$ cat src/rtl/vmx_pe_mp.sv
// vmx_pe_mp: systolic-array processing element with double-buffered weights,
// 1/2/4-lane signed SIMD multiply-accumulate and a two-stage result pipeline.
// Pass-through token signals advance with stage 1; the lane sum leaves stage 2.
module vmx_pe_mp #(
    parameter int DATA_W = 16,
    parameter int ACC_W  = 2 * DATA_W,
    parameter int TAG_W  = 8
) (
    input  logic              clk,
    input  logic              rst_n,
    input  logic              en,
    input  logic              in_valid,
    input  logic [1:0]        in_mode,
    input  logic [DATA_W-1:0] in_data,
    input  logic              in_wload,
    input  logic [TAG_W-1:0]  in_wtag,
    input  logic              in_wswap,
    input  logic [ACC_W-1:0]  in_sum,
    output logic              out_valid,
    output logic [1:0]        out_mode,
    output logic [DATA_W-1:0] out_data,
    output logic              out_wload,
    output logic [TAG_W-1:0]  out_wtag,
    output logic              out_wswap,
    output logic [ACC_W-1:0]  out_sum,
    output logic              out_sum_valid,
    output logic              err_swap_empty
);

    localparam int H  = DATA_W / 2;
    localparam int Q  = DATA_W / 4;
    localparam int AH = ACC_W / 2;
    localparam int AQ = ACC_W / 4;

    logic [DATA_W-1:0] active_q, active_d;
    logic [DATA_W-1:0] shadow_q, shadow_d;
    logic              shadow_full_q, shadow_full_d;
    logic              err_d;
    logic [ACC_W-1:0]  prod_q, prod_d;
    logic [ACC_W-1:0]  sum_q;
    logic [ACC_W-1:0]  lane_sum_s;
    logic              swap_ok_s;
    logic              tag_zero_s;
    logic              load_s;
    logic [DATA_W-1:0] w_op_s;
    logic              wload_d;
    logic [TAG_W-1:0]  wtag_d;

    logic signed [DATA_W-1:0] d1_s, w1_s;
    logic signed [H-1:0]      d2_s, w2_s;
    logic signed [Q-1:0]      d4_s, w4_s;

    // A swap beat computes with the incoming shadow weight, not the stale active one.
    always_comb begin
        tag_zero_s = (in_wtag == {TAG_W{1'b0}});
        load_s     = in_wload & tag_zero_s;
        swap_ok_s  = in_wswap & shadow_full_q;
        if (swap_ok_s) begin
            w_op_s = shadow_q;
        end else begin
            w_op_s = active_q;
        end
    end

    // Weight bank and error flag next state; a concurrent load refills the shadow just vacated.
    always_comb begin
        active_d      = active_q;
        shadow_d      = shadow_q;
        shadow_full_d = shadow_full_q;
        err_d         = err_swap_empty;
        if (swap_ok_s) begin
            active_d      = shadow_q;
            shadow_full_d = 1'b0;
        end else if (in_wswap) begin
            err_d = 1'b1;
        end else begin
            err_d = err_swap_empty;
        end
        if (load_s) begin
            shadow_d      = in_data;
            shadow_full_d = 1'b1;
        end else begin
            shadow_d = shadow_q;
        end
    end

    // Load token forwarding: a token consumed here is not forwarded; otherwise the countdown advances.
    always_comb begin
        if (in_wload && !tag_zero_s) begin
            wload_d = 1'b1;
            wtag_d  = in_wtag - TAG_W'(1);
        end else begin
            wload_d = 1'b0;
            wtag_d  = in_wtag;
        end
    end

    // Signed lane products, each sign-extended to its lane sum width before multiplying
    // so the lane product wraps exactly like the final modulo-2^(ACC_W/L) sum.
    always_comb begin
        prod_d = {ACC_W{1'b0}};
        d1_s   = {DATA_W{1'b0}};
        w1_s   = {DATA_W{1'b0}};
        d2_s   = {H{1'b0}};
        w2_s   = {H{1'b0}};
        d4_s   = {Q{1'b0}};
        w4_s   = {Q{1'b0}};
        case (in_mode)
            2'b01: begin
                for (int i = 0; i < 2; i++) begin
                    d2_s = in_data[i*H +: H];
                    w2_s = w_op_s[i*H +: H];
                    prod_d[i*AH +: AH] = AH'(d2_s) * AH'(w2_s);
                end
            end
            2'b10: begin
                for (int i = 0; i < 4; i++) begin
                    d4_s = in_data[i*Q +: Q];
                    w4_s = w_op_s[i*Q +: Q];
                    prod_d[i*AQ +: AQ] = AQ'(d4_s) * AQ'(w4_s);
                end
            end
            default: begin
                d1_s   = in_data;
                w1_s   = w_op_s;
                prod_d = ACC_W'(d1_s) * ACC_W'(w1_s);
            end
        endcase
    end

    // Stage 2 lane adders; no carry crosses a lane boundary.
    always_comb begin
        lane_sum_s = {ACC_W{1'b0}};
        case (out_mode)
            2'b01: begin
                for (int i = 0; i < 2; i++) begin
                    lane_sum_s[i*AH +: AH] = prod_q[i*AH +: AH] + sum_q[i*AH +: AH];
                end
            end
            2'b10: begin
                for (int i = 0; i < 4; i++) begin
                    lane_sum_s[i*AQ +: AQ] = prod_q[i*AQ +: AQ] + sum_q[i*AQ +: AQ];
                end
            end
            default: begin
                lane_sum_s = prod_q + sum_q;
            end
        endcase
    end

    // All state: banks, flags, stage 1 and stage 2, frozen together whenever en is low.
    always_ff @(posedge clk or negedge rst_n) begin
        if (!rst_n) begin
            active_q       <= {DATA_W{1'b0}};
            shadow_q       <= {DATA_W{1'b0}};
            shadow_full_q  <= 1'b0;
            err_swap_empty <= 1'b0;
            prod_q         <= {ACC_W{1'b0}};
            sum_q          <= {ACC_W{1'b0}};
            out_valid      <= 1'b0;
            out_mode       <= 2'b00;
            out_data       <= {DATA_W{1'b0}};
            out_wload      <= 1'b0;
            out_wtag       <= {TAG_W{1'b0}};
            out_wswap      <= 1'b0;
            out_sum        <= {ACC_W{1'b0}};
            out_sum_valid  <= 1'b0;
        end else if (en) begin
            active_q       <= active_d;
            shadow_q       <= shadow_d;
            shadow_full_q  <= shadow_full_d;
            err_swap_empty <= err_d;
            prod_q         <= prod_d;
            sum_q          <= in_sum;
            out_valid      <= in_valid;
            out_mode       <= in_mode;
            out_data       <= in_data;
            out_wload      <= wload_d;
            out_wtag       <= wtag_d;
            out_wswap      <= in_wswap;
            out_sum_valid  <= out_valid;
            if (out_valid) begin
                out_sum <= lane_sum_s;
            end else begin
                out_sum <= {ACC_W{1'b0}};
            end
        end else begin
            active_q       <= active_q;
            shadow_q       <= shadow_q;
            shadow_full_q  <= shadow_full_q;
            err_swap_empty <= err_swap_empty;
            prod_q         <= prod_q;
            sum_q          <= sum_q;
            out_valid      <= out_valid;
            out_mode       <= out_mode;
            out_data       <= out_data;
            out_wload      <= out_wload;
            out_wtag       <= out_wtag;
            out_wswap      <= out_wswap;
            out_sum        <= out_sum;
            out_sum_valid  <= out_sum_valid;
        end
    end

endmodule

$ cat config.mk
export PLATFORM = sky130hd
export DESIGN_NAME = vmx_pe_mp
export DESIGN_NICKNAME = d
export VERILOG_FILES = /design/src/rtl/vmx_pe_mp.sv
export SDC_FILE = /design/constraint.sdc
export NUM_CORES = 1
export LEC_CHECK = 0
export CAP_MARGIN = 20
export CELL_PAD_IN_SITES_DETAIL_PLACEMENT = 1
export CELL_PAD_IN_SITES_GLOBAL_PLACEMENT = 2
export CORE_MARGIN = 4
export CORE_UTILIZATION = 35
export DETAILED_ROUTE_END_ITERATION = 7
export GPL_ROUTABILITY_DRIVEN = 0
export PLACE_DENSITY = 0.78
export SETUP_SLACK_MARGIN = 0.4
export SYNTH_ARGS = -nofsm -noshare
export SYNTH_HDL_FRONTEND = slang
export SYNTH_SLANG_ARGS = --single-unit
$ cat constraint.sdc
create_clock -name clk -period 20.8 [get_ports clk]
set_input_delay 4.16 -clock clk [delete_from_list [all_inputs] [get_ports clk]]
set_output_delay 4.16 -clock clk [all_outputs]
set_load 0.05 [all_outputs]
==> impl_metrics.json <==
{
  "status": "complete, no violations",
  "crit_path_start_kind": "input port",
  "antenna_left": 0,
  "path_max_fanout": 19,
  "fmax_mhz": 85.4,
  "ctsHtreeMaxLevel": 4,
  "synth_edf_count": 0,
  "syn-instance-count": 2568,
  "routedWlPerCell_um": 21.0,
  "dpl.hpwl_mm": 60.3,
  "syn2layout_area_growth_pct": 11.1,
  "synth_mux_area_share_pct": 4.44,
  "port_buffers": 126,
  "tritoncts": "yes",
  "avgSynthCellArea_sq_um": 9.49,
  "clkTransAtPathRegs_ns": 0.07,
  "tightest_slew_ns": 1.16,
  "grt_util_all_layers_pct": 20.9,
  "layout_common_cells": "inv_1 (518), fa_1 (384), ha_1 (215)",
  "synth.distinct_cells": 81,
  "crit_required_ns": 21.18,
  "r2r_setup_slack_ns": 12.85,
  "drtIter0Drc": 856,
  "antenna_cells": 0,
  "critPathKind": "input port to register",
  "cts_root_buffer": "clkbuf_16",
  "core_sq_um": 68800,
  "final_common_cell": "inv_1",
  "tns_ns": 0,
  "end_kind": "register",
  "synth-compound-area-share_pct": 11.3,
  "initial_core_util_pct": 35.4,
  "die_area_sq_um": 73900,
  "yosysWarningCount": 0,
  "relSlewSlack_pct": 22.5,
  "vias": 18300,
  "grt-ovfl-total": 0,
  "cts_buffers": 17,
  "syn_nets": 3231,
  "drv_cap": 0,
  "postCtsHoldBufs": 0,
  "synth_ff_type": "dfrtp_1",
  "cts.repair.resized": 0,
  "die_width_um": 272,
  "synthAdderAreaFrac_pct": 42.6,
  "hold_violations": 0,
  "post-route-min-period_ns": 11.71,
  "synthXorXnorAreaFrac_pct": 4.10,
  "vias_per_cell": 5.11,
  "fp-row-count": 96,
  "arrival_ns": 12.09,
  "skew_ns": 0.0158,
  "multi_input_area_sq_um": 17900,
  "post_cts_buffers": 0,
  "grt_pass1_wl_mm": 120,
  "clock_latency_ns": 0.48,
  "synth-async-reset-ratio_pct": 100,
  "antenna_found_initial": 1,
  "rsz0062_at_grt": "false",
  "seqCellArea_sq_um": 4000,
  "period_share_pct": 56.3,
  "yosysSeqAreaShare_pct": 16.4,
  "min_path_type": "register to register",
  "setup_violations": 0,
  "ys_ff_latch": 160,
  "nets": 3295,
  "synth_area_sq_um": 24400,
  "drcViolationCount": 0,
  "drtPass1Iterations": 5,
  "synth_top_family_by_area": "adder cells",
  "grt_pass1_vias": 21000,
  "cts_max_path_buffers": 2,
  "grt_max_degree": 97,
  "routed_wirelength_mm": 75.1,
  "nFillCells": 7868,
  "clock_sinks": 160,
  "ios": 127,
  "die_y_um": 272,
  "synthSimpleGateAreaFrac_pct": 11.1,
  "drv_slew": 0,
  "post_route_cells_drive_above_1_share_pct": 6.65
}
==> state kept, by name, summed over array words and instances (netlist names), 2 cells and up <==
register,flops
out_sum,32
prod_q,32
sum_q,32
active_q,16
out_data,16
shadow_q,16
out_wtag,8
out_mode,2
==> final timing paths <==
| kind | startpoint | endpoint | cells after the start |
|---|---|---|---|
| setup reg to reg | shadow_full_q | prod_q[28] | 22 |
| min in group asynchronous | rst_n | out_sum[1] | 1 |
| hold / removal | out_sum[2] | out_sum[2] | 1 |
| setup / recovery | in_wswap | prod_q[28] | 23 |
| hold reg to reg | out_sum[2] | out_sum[2] | 1 |
| max in group asynchronous | rst_n | prod_q[9] | 2 |
==> cell type report <==
class | count | share of cell area, %
multi-input cells | 1784 | 66.2
flip-flops and latches | 160 | 14.8
inverters | 519 | 7.20
repair buffers | 150 | 5.35
well taps | 931 | 4.30
clock buffers | 18 | 1.59
clock inverters | 14 | 0.550
==> cells in the mapped netlist, types with 14 or more instances <==
cell / number / share of area (%)
a21o_1: 37 / 1.1
nor3_1: 16 / 0.33
xor2_1: 40 / 1.4
inv_1: 518 / 8.0
nor2_1: 119 / 1.8
xnor2_1: 74 / 2.7
dfrtp_1: 160 / 16
o2bb2ai_1: 18 / 0.65
ha_1: 215 / 11
nand2_1: 199 / 3.1
nand3_1: 19 / 0.39
a211oi_1: 14 / 0.43
a31oi_1: 15 / 0.39
nor2b_1: 22 / 0.56
and2_1: 111 / 2.8
nand2b_1: 28 / 0.72
mux2_2: 88 / 4.1
o21ai_0: 64 / 1.3
clkbuf_1: 85 / 1.3
a21oi_1: 124 / 2.5
fa_1: 384 / 32
o21a_1: 14 / 0.43
==> stage by stage <==
stage | utilization, % | instance area [sq um] | hold WS (ns) | std cells | setup slack [ns]
after floorplan | - | 24400 | 0.449 | 2568 | 9.90
after global placement | 38.5 | 26500 | 0.475 | 3543 | 8.81
after detailed placement | 38.5 | 26500 | 0.475 | 3544 | 8.62
after CTS | 39.3 | 27100 | 0.495 | 3576 | 9.16
after global routing | 39.3 | 27100 | 0.510 | 3576 | 8.66
final | 39.3 | 27100 | 0.491 | 3576 | 9.09
==> layer usage <==
metal / up-vias / GRT usage, % / part of all wire [%]
met5: - / 0 / 0
met4: 0 / 6.17 / 3.0
met3: 100 / 2.33 / 2.6
met2: 298 / 39.1 / 53
met1: 9593 / 25.1 / 41
li1: 8294 / - / -
==> logic make-up (layout without fill, tap and decap cells) <==
kind of cell | after synthesis | count (layout)
compound gates | 413 | 413
xor+xnor | 114 | 114
fa+ha+maj | 599 | 599
buf+inv | 624 | 701
flops | 160 | 160
mux | 97 | 97
simple gates | 561 | 561
==> critical path, stage by stage <==
cell and delay [ns]:
clkdlybuf4s50_1 0.54, nand2_1 0.63, mux2_2 0.70, nand2_1 0.20, inv_1 0.10, fa_1 0.67, fa_1 0.98, fa_1 0.56
fa_1 0.52, fa_1 0.49, inv_1 0.05, fa_1 0.47, inv_1 0.04, ha_1 0.35, a21oi_1 0.21, o211ai_1 0.18
o21bai_1 0.19, a21o_1 0.19, o21ai_1 0.21, nand2b_1 0.08, a21oi_1 0.17, xor2_1 0.09, a221oi_1 0.28
Power is left out: the tool's default activity adds up to more than one toggle a clock period on the data nets, which glitch-free logic cannot reach.
